==> config.mk <==
export PLATFORM = sky130hd
export DESIGN_NAME = stopwatch_ctrl_flat
export DESIGN_NICKNAME = d
export VERILOG_FILES = /design/src/rtl/stopwatch_ctrl_if.sv /design/src/rtl/stopwatch_ctrl.sv /design/src/flat_wrapper.sv
export SDC_FILE = /design/constraint.sdc
export NUM_CORES = 1
export LEC_CHECK = 0
export CORE_UTILIZATION = 55
export CTS_BUF_LIST = sky130_fd_sc_hd__clkbuf_2 sky130_fd_sc_hd__clkbuf_4 sky130_fd_sc_hd__clkbuf_8
export DETAILED_ROUTE_END_ITERATION = 10
export DONT_BUFFER_PORTS = 1
export PLACE_DENSITY_LB_ADDON = 0.08
export SYNTH_ARGS = -nofsm -noshare
export SYNTH_HDL_FRONTEND = slang
export SYNTH_SLANG_ARGS = --single-unit
==> constraint.sdc <==
create_clock -name clk -period 2.53 [get_ports clk]
set_input_delay 0.253 -clock clk [delete_from_list [all_inputs] [get_ports clk]]
set_output_delay 0.253 -clock clk [all_outputs]
set_load 0.02 [all_outputs]
==> src/rtl/stopwatch_ctrl_if.sv <==
// Button/counter handshake bundle between the stopwatch front panel
// logic and the run/pause/lap controller.
interface stopwatch_ctrl_if;
    logic       btn_start;
    logic       btn_lap;
    logic       btn_reset;
    logic       sec_overflow;
    logic       sec_en;
    logic       sec_clr;
    logic [5:0] minutes;
    logic       hour_wrap;
    logic       running;
    logic       lap_hold;

    // Front panel / datapath side: drives buttons and rollover, observes controls.
    modport master (
        output btn_start, btn_lap, btn_reset, sec_overflow,
        input  sec_en, sec_clr, minutes, hour_wrap, running, lap_hold
    );

    // Controller side.
    modport slave (
        input  btn_start, btn_lap, btn_reset, sec_overflow,
        output sec_en, sec_clr, minutes, hour_wrap, running, lap_hold
    );
endinterface

==> src/rtl/stopwatch_ctrl.sv <==
// Stopwatch run/pause/lap/reset controller: divides clk into a one-pulse-
// per-second enable for the seconds counter, clears that counter on a
// return-to-zero, and counts minutes from the seconds rollover.
module stopwatch_ctrl #(
    parameter int TICKS_PER_SEC = 50000000
) (
    input  logic            clk,
    input  logic            rst,
    stopwatch_ctrl_if.slave bus
);

    localparam int            PW   = $clog2(TICKS_PER_SEC);
    localparam logic [PW-1:0] TERM = PW'(TICKS_PER_SEC - 1);

    typedef enum logic [1:0] {
        IDLE,
        RUN,
        LAP,
        PAUSED
    } state_t;

    state_t        state;
    state_t        next_state;
    logic [PW-1:0] prescaler;
    logic [5:0]    minutes_q;
    logic          sec_en_q;
    logic          sec_clr_q;
    logic          hour_wrap_q;
    logic          running_q;
    logic          lap_hold_q;

    logic          clear_accept;
    logic          at_terminal;
    logic          minute_step;

    // Return-to-zero is only honoured while paused; elsewhere btn_reset is ignored.
    assign clear_accept = (state == PAUSED) && bus.btn_reset;
    assign at_terminal  = (prescaler == TERM);
    assign minute_step  = sec_en_q && bus.sec_overflow;

    // Button decode with btn_reset > btn_start > btn_lap precedence.
    always_comb begin
        next_state = state;
        case (state)
            IDLE: begin
                if (bus.btn_start)
                    next_state = RUN;
            end
            RUN: begin
                if (bus.btn_start)
                    next_state = PAUSED;
                else if (bus.btn_lap)
                    next_state = LAP;
            end
            LAP: begin
                if (bus.btn_start)
                    next_state = PAUSED;
                else if (bus.btn_lap)
                    next_state = RUN;
            end
            PAUSED: begin
                if (bus.btn_reset)
                    next_state = IDLE;
                else if (bus.btn_start)
                    next_state = RUN;
            end
            default: next_state = IDLE;
        endcase
    end

    // State, prescaler, minutes and all registered outputs advance together.
    always_ff @(posedge clk or posedge rst) begin
        if (rst) begin
            state       <= IDLE;
            prescaler   <= '0;
            minutes_q   <= '0;
            sec_en_q    <= 1'b0;
            sec_clr_q   <= 1'b0;
            hour_wrap_q <= 1'b0;
            running_q   <= 1'b0;
            lap_hold_q  <= 1'b0;
        end else begin
            state      <= next_state;
            running_q  <= (next_state == RUN) || (next_state == LAP);
            lap_hold_q <= (next_state == LAP);
            sec_clr_q  <= clear_accept;

            // A terminal count reached on the pausing edge still owes its
            // pulse, so PAUSED issues it and parks the prescaler at 0.
            sec_en_q <= (state != IDLE) && at_terminal && !clear_accept;

            case (state)
                RUN, LAP: prescaler <= at_terminal ? '0 : prescaler + PW'(1);
                PAUSED: begin
                    if (clear_accept || at_terminal)
                        prescaler <= '0;
                end
                default: prescaler <= '0;
            endcase

            hour_wrap_q <= 1'b0;
            if (clear_accept) begin
                minutes_q <= '0;
            end else if (minute_step) begin
                if (minutes_q == 6'd59) begin
                    minutes_q   <= '0;
                    hour_wrap_q <= 1'b1;
                end else begin
                    minutes_q <= minutes_q + 6'd1;
                end
            end
        end
    end

    assign bus.sec_en    = sec_en_q;
    assign bus.sec_clr   = sec_clr_q;
    assign bus.minutes   = minutes_q;
    assign bus.hour_wrap = hour_wrap_q;
    assign bus.running   = running_q;
    assign bus.lap_hold  = lap_hold_q;

endmodule

==> src/flat_wrapper.sv <==
// flat-port wrapper written by rule: the top's interface ports become plain ports
module stopwatch_ctrl_flat 
#(
    parameter int TICKS_PER_SEC = 50000000
)
  (clk, rst, bus_btn_start, bus_btn_lap, bus_btn_reset, bus_sec_overflow, bus_sec_en, bus_sec_clr, bus_minutes, bus_hour_wrap, bus_running, bus_lap_hold);
  stopwatch_ctrl_if bus_i ();
  input  logic clk;
  input  logic rst;
  input wire logic [$bits(bus_i.btn_start)-1:0] bus_btn_start;
  input wire logic [$bits(bus_i.btn_lap)-1:0] bus_btn_lap;
  input wire logic [$bits(bus_i.btn_reset)-1:0] bus_btn_reset;
  input wire logic [$bits(bus_i.sec_overflow)-1:0] bus_sec_overflow;
  output wire logic [$bits(bus_i.sec_en)-1:0] bus_sec_en;
  output wire logic [$bits(bus_i.sec_clr)-1:0] bus_sec_clr;
  output wire logic [$bits(bus_i.minutes)-1:0] bus_minutes;
  output wire logic [$bits(bus_i.hour_wrap)-1:0] bus_hour_wrap;
  output wire logic [$bits(bus_i.running)-1:0] bus_running;
  output wire logic [$bits(bus_i.lap_hold)-1:0] bus_lap_hold;
  assign bus_i.btn_start = bus_btn_start;
  assign bus_i.btn_lap = bus_btn_lap;
  assign bus_i.btn_reset = bus_btn_reset;
  assign bus_i.sec_overflow = bus_sec_overflow;
  assign bus_sec_en = bus_i.sec_en;
  assign bus_sec_clr = bus_i.sec_clr;
  assign bus_minutes = bus_i.minutes;
  assign bus_hour_wrap = bus_i.hour_wrap;
  assign bus_running = bus_i.running;
  assign bus_lap_hold = bus_i.lap_hold;
  stopwatch_ctrl #(.TICKS_PER_SEC(TICKS_PER_SEC)) u_core (.clk(clk), .rst(rst), .bus(bus_i));
endmodule
After elaboration in Yosys (flattened, before gate mapping)
Index checks and enable logic that the tools add are counted.

word-level totals
  flip-flop bits (word level) = 39
  bits of input ports = 6

cells by class
  add/sub/neg operators = 2
  equal/unequal tests = 8
  multiplexer cells = 16
  reductions and logical operators = 11

operators with widths
  operator               count
  $mux 26                2
  $pmux 26 s2            1
  $add 26x1->26 const B  1
  $eq 26x26->1 const B   1
  $mux 6                 3
  $mux 2                 6
  $pmux 2 s4             1
  $add 6x1->6 const B    1
  $eq 2x2->1 const B     3
  $eq 6x6->1 const B     1
  $eq 2x1->1 const B     2
  $logic_and 1x1->1      4
  $reduce_bool 2->1      2
  $mux 1                 3
  $logic_not 2->1        1
  $logic_or 1x1->1       2
  $ne 2x2->1 const B     1
  $reduce_or 2->1        1
  $logic_not 1->1        1

Longest topological paths before layout
Gate-level depths: netlist of run 1.

  depth in word-level cells = 5
  depth in mapped cells = 8
  gate-level depth less buffers = 8

Worst setup path before layout of run 1
OpenSTA, ideal clock, no wires.

  kind = reg2reg
  from = reg u_core.state[0]
  to = reg u_core.running_q (netlist: u_core.bus.running)
  library setup time = 0.063 ns
  arrival = 1.907 ns
  data required time = 2.467 ns
  slack = 0.560 ns
  stages on the path, launching flop included = 9
  period minus slack after synthesis = 1.970 ns
  cell sequence = dfrtp_1 > ha_1 > nor2b_1 > clkbuf_1 > clkbuf_1 > nor2_1 > o21ai_0 > ha_1 > inv_1

between the ends
  elaborated cells on any way between the ends = 14

RTL lines
  item                                             RTL line              RTL
  start, declared                                  stopwatch_ctrl.sv:22  state_t state;
  start signal, assigned                           stopwatch_ctrl.sv:83  state <= next_state;
  $eq 2x2->1 (tied with other cells)               stopwatch_ctrl.sv:44  case (state)
  $pmux 2 s4 (*)                                   stopwatch_ctrl.sv:44
  via u_core.next_state[1]                         stopwatch_ctrl.sv:23  state_t next_state;
  $eq 2x1->1 / $eq 2x2->1 (equally long branches)  stopwatch_ctrl.sv:84  running_q <= (next_state == RUN) || (next_state == LAP);
  $logic_or 1x1->1 (*)                             stopwatch_ctrl.sv:84
  end signal, assigned                             stopwatch_ctrl.sv:84
  end, declared                                    stopwatch_ctrl.sv:29  logic running_q;

The timed path passes the listed nets; every way through them passes the cells marked *.
A chain may end at the register's enable or synchronous reset.

Worst setup path after layout of run 1
  from = reg u_core.state[0]
  to = reg u_core.prescaler[24]

between the ends
  longest elaborated chain between the ends = 4
  elaborated cells on any way between the ends = 8

RTL lines
  item                         RTL line                                    RTL
  $eq 2x2->1                   stopwatch_ctrl.sv:37, stopwatch_ctrl.sv:92
  $logic_and 1x1->1            stopwatch_ctrl.sv:37                        assign clear_accept = (state == PAUSED) && bus.btn_reset;
  $logic_or 1x1->1             stopwatch_ctrl.sv:95                        if (clear_accept || at_terminal)
  $ne 2x2->1 (no source line)  --
  end signal, assigned         stopwatch_ctrl.sv:93                        RUN, LAP: prescaler <= at_terminal ? '0 : prescaler + PW'(1);
  end, declared                stopwatch_ctrl.sv:24                        logic [PW-1:0] prescaler;

Several ways; a longest one is shown, not always the timed one.

==> impl_metrics.csv, run 1 <==
group,metric,value,unit
status,status,"complete, no violations",
grt,grt_use_met2,0.424,
synthesis,synth_xor_area_frac,0.00364,
worst_setup_path,cpPeakStageDelay,0.41,ns
route,vias,2152,
clock_tree,cts_hold_buf,1,
power_and_ir_drop,ir_worst_vdd,0.769,mV
route,final_antenna_net_count,0,
grt,gr-usage-met1,0.389,
grt,grt-busiest-layer,"met2",
place,dp_hpwl,3880,um
place,gp_congestion,0.857,
floorplanning,num_rows,23,
synthesis,synth.most_common_cell,"dfrtp_1",
grt,grtUsageTotal,0.280,
grt,antenna_found_initial,0,
worst_setup_path,crit_fanout,7,
worst_hold_path,worstHoldEndpoint,"u_core.bus.minutes[1]$_DFFE_PP0P_",
clock_tree,cts.sinks,39,
final_layout,drive_gt1_frac,0.0964,
synthesis,syn_avg_cell_area,8.63,um^2
final_layout,fin_cells,330,
timing,setup_viol,0,
clock_tree,ctsResizeCount,0,
worst_setup_path,worstPathCellList,"inv_1 > ha_1 > inv_1 > or3_1 > or4_1 > nand3_1",
synthesis,yosysSeqAreaShare,0.405,
grt,grt_pass1_wl,9430,um
worst_setup_path,cp_top_family,"simple AND/OR/NAND/NOR gates",
worst_setup_path,crit_buf_inv,2,
synthesis,synth-seq-cells,39,
worst_setup_path,cp_data_required_time,2.76,ns
floorplanning,pin_count,17,
grt,gr-usage-met3,0.0633,
clock_tree,clk_pin_slew,0.07,ns
synthesis,synth_edf_count,0,
worst_setup_path,setup.worst_path.end_class,"register",
final_layout,antenna_cells,0,
power_and_ir_drop,p_leak,1.05,nW
grt,grt_max_degree,40,
synthesis,syn_nets,293,
route,drc,0,
clock_tree,cts_root_buf,"clkbuf_8",
synthesis,ys_warn_count,0,
clock_tree,cts_tree,"yes",
synthesis,syn_inst,279,
clock_tree,cts_made_buffers,5,
worst_hold_path,hold-path-cell-count,2,
worst_setup_path,reg2reg_to,"u_core.prescaler[24]$_DFFE_PP0P_",
timing,slew_headroom,0.648,
job,drv_cap,0,
synthesis,ys_top_cells_by_count,"dfrtp_1 (39), nand2_1 (29), a21oi_1 (23)",
worst_hold_path,hp-start,"bus_sec_overflow",
route,drt_first_iter_violations,163,
worst_setup_path,worstPathArrival,2.14,ns
route,viasPerCell,6.52,
timing,hold_viol,0,
clock_tree,post_cts.repair.setup_buffers,0,
timing,period_share,0.757,
synthesis,synth_compound_area_frac,0.197,
synthesis,synth_fa_ha_area_frac,0.0416,
timing,period_needed,1.92,ns
synthesis,muxShareOfSynthArea,0.00416,
worst_setup_path,cpMostUsedCell,"inv_1",
power_and_ir_drop,finalPower,2.00,mW
worst_setup_path,r2r_cells,6,
worst_setup_path,reg2reg_setup_slack,0.61,ns
worst_setup_path,worstSetupStartpointType,"register",
power_and_ir_drop,power_per_cell_area,776,nW/um^2
worst_hold_path,worstHoldPathType,"input pin to register",
worst_setup_path,r2r-start,"u_core.state[0]$_DFF_PP0_",
synthesis,synth_largest_area_cell,"dfrtp_1",
clock_tree,clock_path_buffers,2,
synthesis,ys_dominant_reg_cell,"dfrtp_1",
worst_setup_path,cp_slowest_cell,"dfrtp_1",
place,numPortBuffers,0,
timing,slew_viol_final,0,
worst_setup_path,critical_path_class,"register to register",
floorplanning,start_util,0.585,
route,drt-total-wl,5550,um
timing,fin_tns_setup,0,ns
place,dp.cells,321,
final_layout,nNetsFinal,293,
floorplanning,die_w,68.2,um
synthesis,async_reset_ff_frac,1.00,
synthesis,yosys.area_share.simple,0.302,
timing,rsz0062_at_grt,"no",
clock_tree,htreeDepth,2,
floorplanning,die_h,68.2,um
timing,timing.fmax,522,MHz
grt,grt_pass1_vias,1989,
timing,worst_clock_skew,0.00721,ns
synthesis,synth_area_leaders,"dfrtp_1 (41%), a21oi_1 (4.8%), nand2_1 (4.5%)",
floorplanning,fp.coreArea,4120,um^2
clock_tree,clk_latency,0.29,ns
final_layout,syn_to_final_growth,7.27,%
route,post_drt_wl_per_cell,16.8,um
grt,grt_overflow,0,
timing,tightest_slew,0.523,ns
floorplanning,dieArea,4650,um^2
route,drtPass1Iterations,5,
synthesis,syn_area,2410,um^2
synthesis,yosysTopAreaCellShare,0.405,
synthesis,synth_top_family_by_area,"simple AND/OR/NAND/NOR gates",
synthesis,ys_types,52,
## worst max path at each step
| stage | startpoint | end | slack (ns) | cells after the start |
|---|---|---|---|---|
| floorplan | u_core.state[0]$_DFF_PP0_ | u_core.bus.running$_DFF_PP0_ | 0.56 | 8 |
| global placement | u_core.state[0]$_DFF_PP0_ | u_core.prescaler[7]$_DFFE_PP0P_ | 0.62 | 5 |
| detailed placement | u_core.state[0]$_DFF_PP0_ | u_core.prescaler[24]$_DFFE_PP0P_ | 0.64 | 6 |
| CTS | u_core.state[0]$_DFF_PP0_ | u_core.prescaler[24]$_DFFE_PP0P_ | 0.62 | 6 |
| global route | u_core.prescaler[8]$_DFFE_PP0P_ | u_core.prescaler[21]$_DFFE_PP0P_ | 0.43 | 5 |
| finish | u_core.state[0]$_DFF_PP0_ | u_core.prescaler[24]$_DFFE_PP0P_ | 0.61 | 6 |
## stage by stage
step	setup WS, ns	hold slack, ns	cell area, um^2	utilization
2_1_floorplan	0.560	0.408	2410	-
3_3_place_gp	0.621	0.288	2470	0.600
3_5_place_dp	0.644	0.299	2470	0.600
4_1_cts	0.624	0.114	2580	0.628
5_1_grt	0.427	0.137	2580	0.628
6_report	0.615	0.122	2580	0.628
## worst register-to-register path, stage by stage (launching register included)
cell and delay (ns):
dfrtp_1 0.41, inv_1 0.08, ha_1 0.35, inv_1 0.14, or3_1 0.38, or4_1 0.41, nand3_1 0.09
## registers in the layout, indices dropped and copies added, names as in the netlist
name and cells:
u_core.bus.running 1, u_core.bus.sec_en 1, u_core.bus.sec_clr 1, u_core.bus.minutes 6, u_core.prescaler 26, u_core.bus.lap_hold 1
u_core.state 2, u_core.bus.hour_wrap 1
## cell usage in the layout, fill, tap and decap left out, types with 2 or more instances in the layout
| master | netlist | routed |
|---|---|---|
| dfrtp_1 | 39 | 39 |
| nand2_1 | 29 | 29 |
| a21oi_1 | 23 | 23 |
| nand3_1 | 19 | 19 |
| o21ai_0 | 17 | 17 |
| nor2_1 | 12 | 12 |
| or4_1 | 11 | 11 |
| inv_1 | 10 | 10 |
| nand4_1 | 9 | 9 |
| buf_4 | 0 | 9 |
| or3_1 | 8 | 8 |
| nor3_1 | 8 | 8 |
| ha_1 | 8 | 8 |
| clkbuf_8 | 0 | 7 |
| a31oi_1 | 6 | 6 |
| o211ai_1 | 6 | 6 |
| nor4_1 | 5 | 5 |
| nand2b_1 | 4 | 4 |
| and4_1 | 4 | 4 |
| and2_1 | 3 | 3 |
| nand4_2 | 2 | 2 |
| and3_2 | 2 | 2 |
| nand3b_1 | 2 | 2 |
| a21o_1 | 2 | 2 |
| nand4b_1 | 2 | 2 |
| o31ai_1 | 2 | 2 |
| o41a_1 | 2 | 2 |
| and3_1 | 2 | 2 |
| a32oi_1 | 2 | 2 |
| o311ai_0 | 2 | 2 |
## metal layers
metal	share of wire	vias up
met5	0	-
met4	0.015	0
met3	0.045	7
met2	0.45	74
met1	0.49	1015
li1	-	1056
## area by class of cell
class                   instances  area (um^2)
inverters                      11         41.3
well taps                      50         62.6
multi-input cells             212         1320
clock inverters                 1         7.51
flip-flops and latches         39          976
fillers                       383         1530
clock buffers                   7         96.3
repair buffers                 10         77.6
## logic make-up (layout without fill, tap and decap cells)
kind of cell | after synthesis | after routing
buffers and inverters | 28 | 29
XOR/XNOR | 1 | 1
adder cells (fa/ha/maj) | 8 | 8
multiplexers | 1 | 1
flip-flops | 39 | 39
AO/OA/AOI/OAI | 74 | 74
AND/OR/NAND/NOR | 128 | 128
## report_power, final
group / total, mW / switching, mW / leakage (nW) / internal (mW)
Sequential: 0.790 / 0.104 / 0.536 / 0.686
Clock: 0.460 / 0.212 / 0.0505 / 0.248
Combinational: 0.755 / 0.473 / 0.460 / 0.282
Total: 2.00 / 0.789 / 1.05 / 1.22
No activity file was read; power rests on OpenSTA's default activity.
==> inputs of run 2 (changes only) <==
Clock period 2.53 ns to 1.7 ns, I/O delays scaled along.
==> impl_metrics.csv, run 2 (synthesized netlist as in run 1, its figures left out) <==
group,metric,value,unit
place,dp_slack,-0.149,ns
floorplanning,dieArea,4650,um^2
worst_setup_path,setup.worst_path.end_class,"register",
timing,fin_tns_setup,-3.05,ns
worst_hold_path,worstHoldPathType,"input pin to register",
grt,grt_overflow,0,
floorplanning,start_util,0.585,
clock_tree,htreeDepth,2,
power_and_ir_drop,p_leak,1.35,nW
job,drv_cap,0,
final_layout,n_fill_cell,283,
floorplanning,num_rows,23,
place,gp_congestion,0.952,
final_layout,final_cell_mix,"buf_4 (55), dfrtp_1 (34), nand2_1 (28)",
final_layout,syn_to_final_growth,31.5,%
timing,hold_viol,0,
grt,grt_pass1_wl,10600,um
timing,rsz0062_at_grt,"yes",
clock_tree,clock_path_buffers,2,
place,numPortBuffers,0,
floorplanning,die_w,68.2,um
final_layout,nNetsFinal,342,
grt,grt_max_degree,36,
place,dp_hpwl,4440,um
route,drc,0,
worst_setup_path,cp_data_required_time,1.87,ns
route,post_drt_wl_per_cell,17.6,um
power_and_ir_drop,power_per_cell_area,1160,nW/um^2
grt,antenna_found_initial,0,
clock_tree,cts_tree,"yes",
timing,worst_clock_skew,0.00588,ns
timing,tightest_slew,0.453,ns
route,drt_first_iter_violations,264,
grt,grt_pass1_vias,2275,
timing,fin_ws,-0.188,ns
final_layout,mostFrequentLayoutCell,"buf_4",
timing,period_share,1.11,
route,final_antenna_net_count,0,
timing,timing.fmax,530,MHz
floorplanning,fp.coreArea,4120,um^2
timing,slew_headroom,0.698,
timing,slew_viol_final,0,
clock_tree,clk_latency,0.29,ns
worst_setup_path,critical_path_class,"register to register",
route,viasPerCell,6.29,
status,violations,"setup timing",
worst_setup_path,worstSetupStartpointType,"register",
final_layout,antenna_cells,0,
clock_tree,clk_pin_slew,0.07,ns
floorplanning,die_h,68.2,um
final_layout,fin_cells,379,
timing,setup_viol,21,
status,status,"finished with violations",
power_and_ir_drop,ir_worst_vdd,0.990,mV
route,vias,2383,
clock_tree,cts_root_buf,"clkbuf_8",
final_layout,largest_reg_flops,26,
clock_tree,cts_made_buffers,5,
final_layout,regMostFlops,"u_core.prescaler",
route,drtPass1Iterations,5,
final_layout,drive_gt1_frac,0.331,
timing,period_needed,1.89,ns
route,drt-total-wl,6680,um
grt,grtUsageTotal,0.311,
worst_setup_path,crit_fanout,17,
place,dp.cells,366,
clock_tree,cts.sinks,39,
floorplanning,pin_count,17,
worst_setup_path,worstPathArrival,2.06,ns
==> run 2: worst paths after layout <==
kind	start	to	slack [ns]	cells past startpoint
worst max-delay path	u_core.prescaler[7]$_DFFE_PP0P_	u_core.prescaler[17]$_DFFE_PP0P_	-0.19	6
worst min register to register	u_core.prescaler[9]$_DFFE_PP0P_	u_core.prescaler[9]$_DFFE_PP0P_	0.56	1
worst min-delay path	bus_sec_overflow	u_core.bus.minutes[1]$_DFFE_PP0P_	0.04	2
min in group asynchronous	rst	u_core.bus.hour_wrap$_DFF_PP0_	0.20	2
max in group asynchronous	rst	u_core.prescaler[9]$_DFFE_PP0P_	0.80	3
worst max register to register	u_core.prescaler[7]$_DFFE_PP0P_	u_core.prescaler[17]$_DFFE_PP0P_	-0.19	6
==> run 2: where the power goes <==
group | internal, mW | switching, mW | total [mW]
registers | 1.03 | 0.110 | 1.14
clock network | 0.386 | 0.316 | 0.702
logic | 0.880 | 0.954 | 1.83
==> run 2: layout make-up <==
cell class	instances	area (um^2)	share of cell area
sequential	39	982	0.310
inverter	11	43.8	0.0138
tap	50	62.6	0.0198
timing repair buffer	59	478	0.151
multi-input combinational	212	1500	0.473
clock buffer	8	104	0.0328
==> run 2: through the flow <==
step | hold WS [ns] | util | power (mW) | cell area [um^2]
6_report | 0.0405 | 0.770 | 3.67 | 3170
5_1_grt | 0.0567 | 0.770 | 3.88 | 3170
4_1_cts | 0.0398 | 0.737 | 3.37 | 3030
3_5_place_dp | -0.0397 | 0.692 | 2.56 | 2850
3_3_place_gp | -0.0433 | 0.692 | 2.54 | 2850
2_1_floorplan | 0.325 | - | 2.01 | 2450
==> run 2: critical path, stage by stage (launching register included) <==
cell,delay (ns)
dfrtp_2,0.45
nor4_2,0.47
nand4_1,0.19
buf_4,0.20
nor3_4,0.21
buf_12,0.18
a31oi_1,0.06
==> run 2: timing repair <==
item                                    4_1_cts  5_1_grt
resized for setup                            20       26
endpoints found under the setup margin       17       23
hold buffers                                  1        0
buffers inserted                              0        4
hold endpoints to repair                      4        0
pin swaps                                     9        4
gates cloned                                  0        0
==> run 2: layer usage <==
| metal | GRT usage | vias up | share of wire |
|---|---|---|---|
| li1 | - | 1154 | - |
| met1 | 0.416 | 1125 | 0.44 |
| met2 | 0.498 | 94 | 0.48 |
| met3 | 0.0500 | 10 | 0.067 |
| met4 | 0.125 | 0 | 0.015 |
| met5 | 0 | - | 0 |
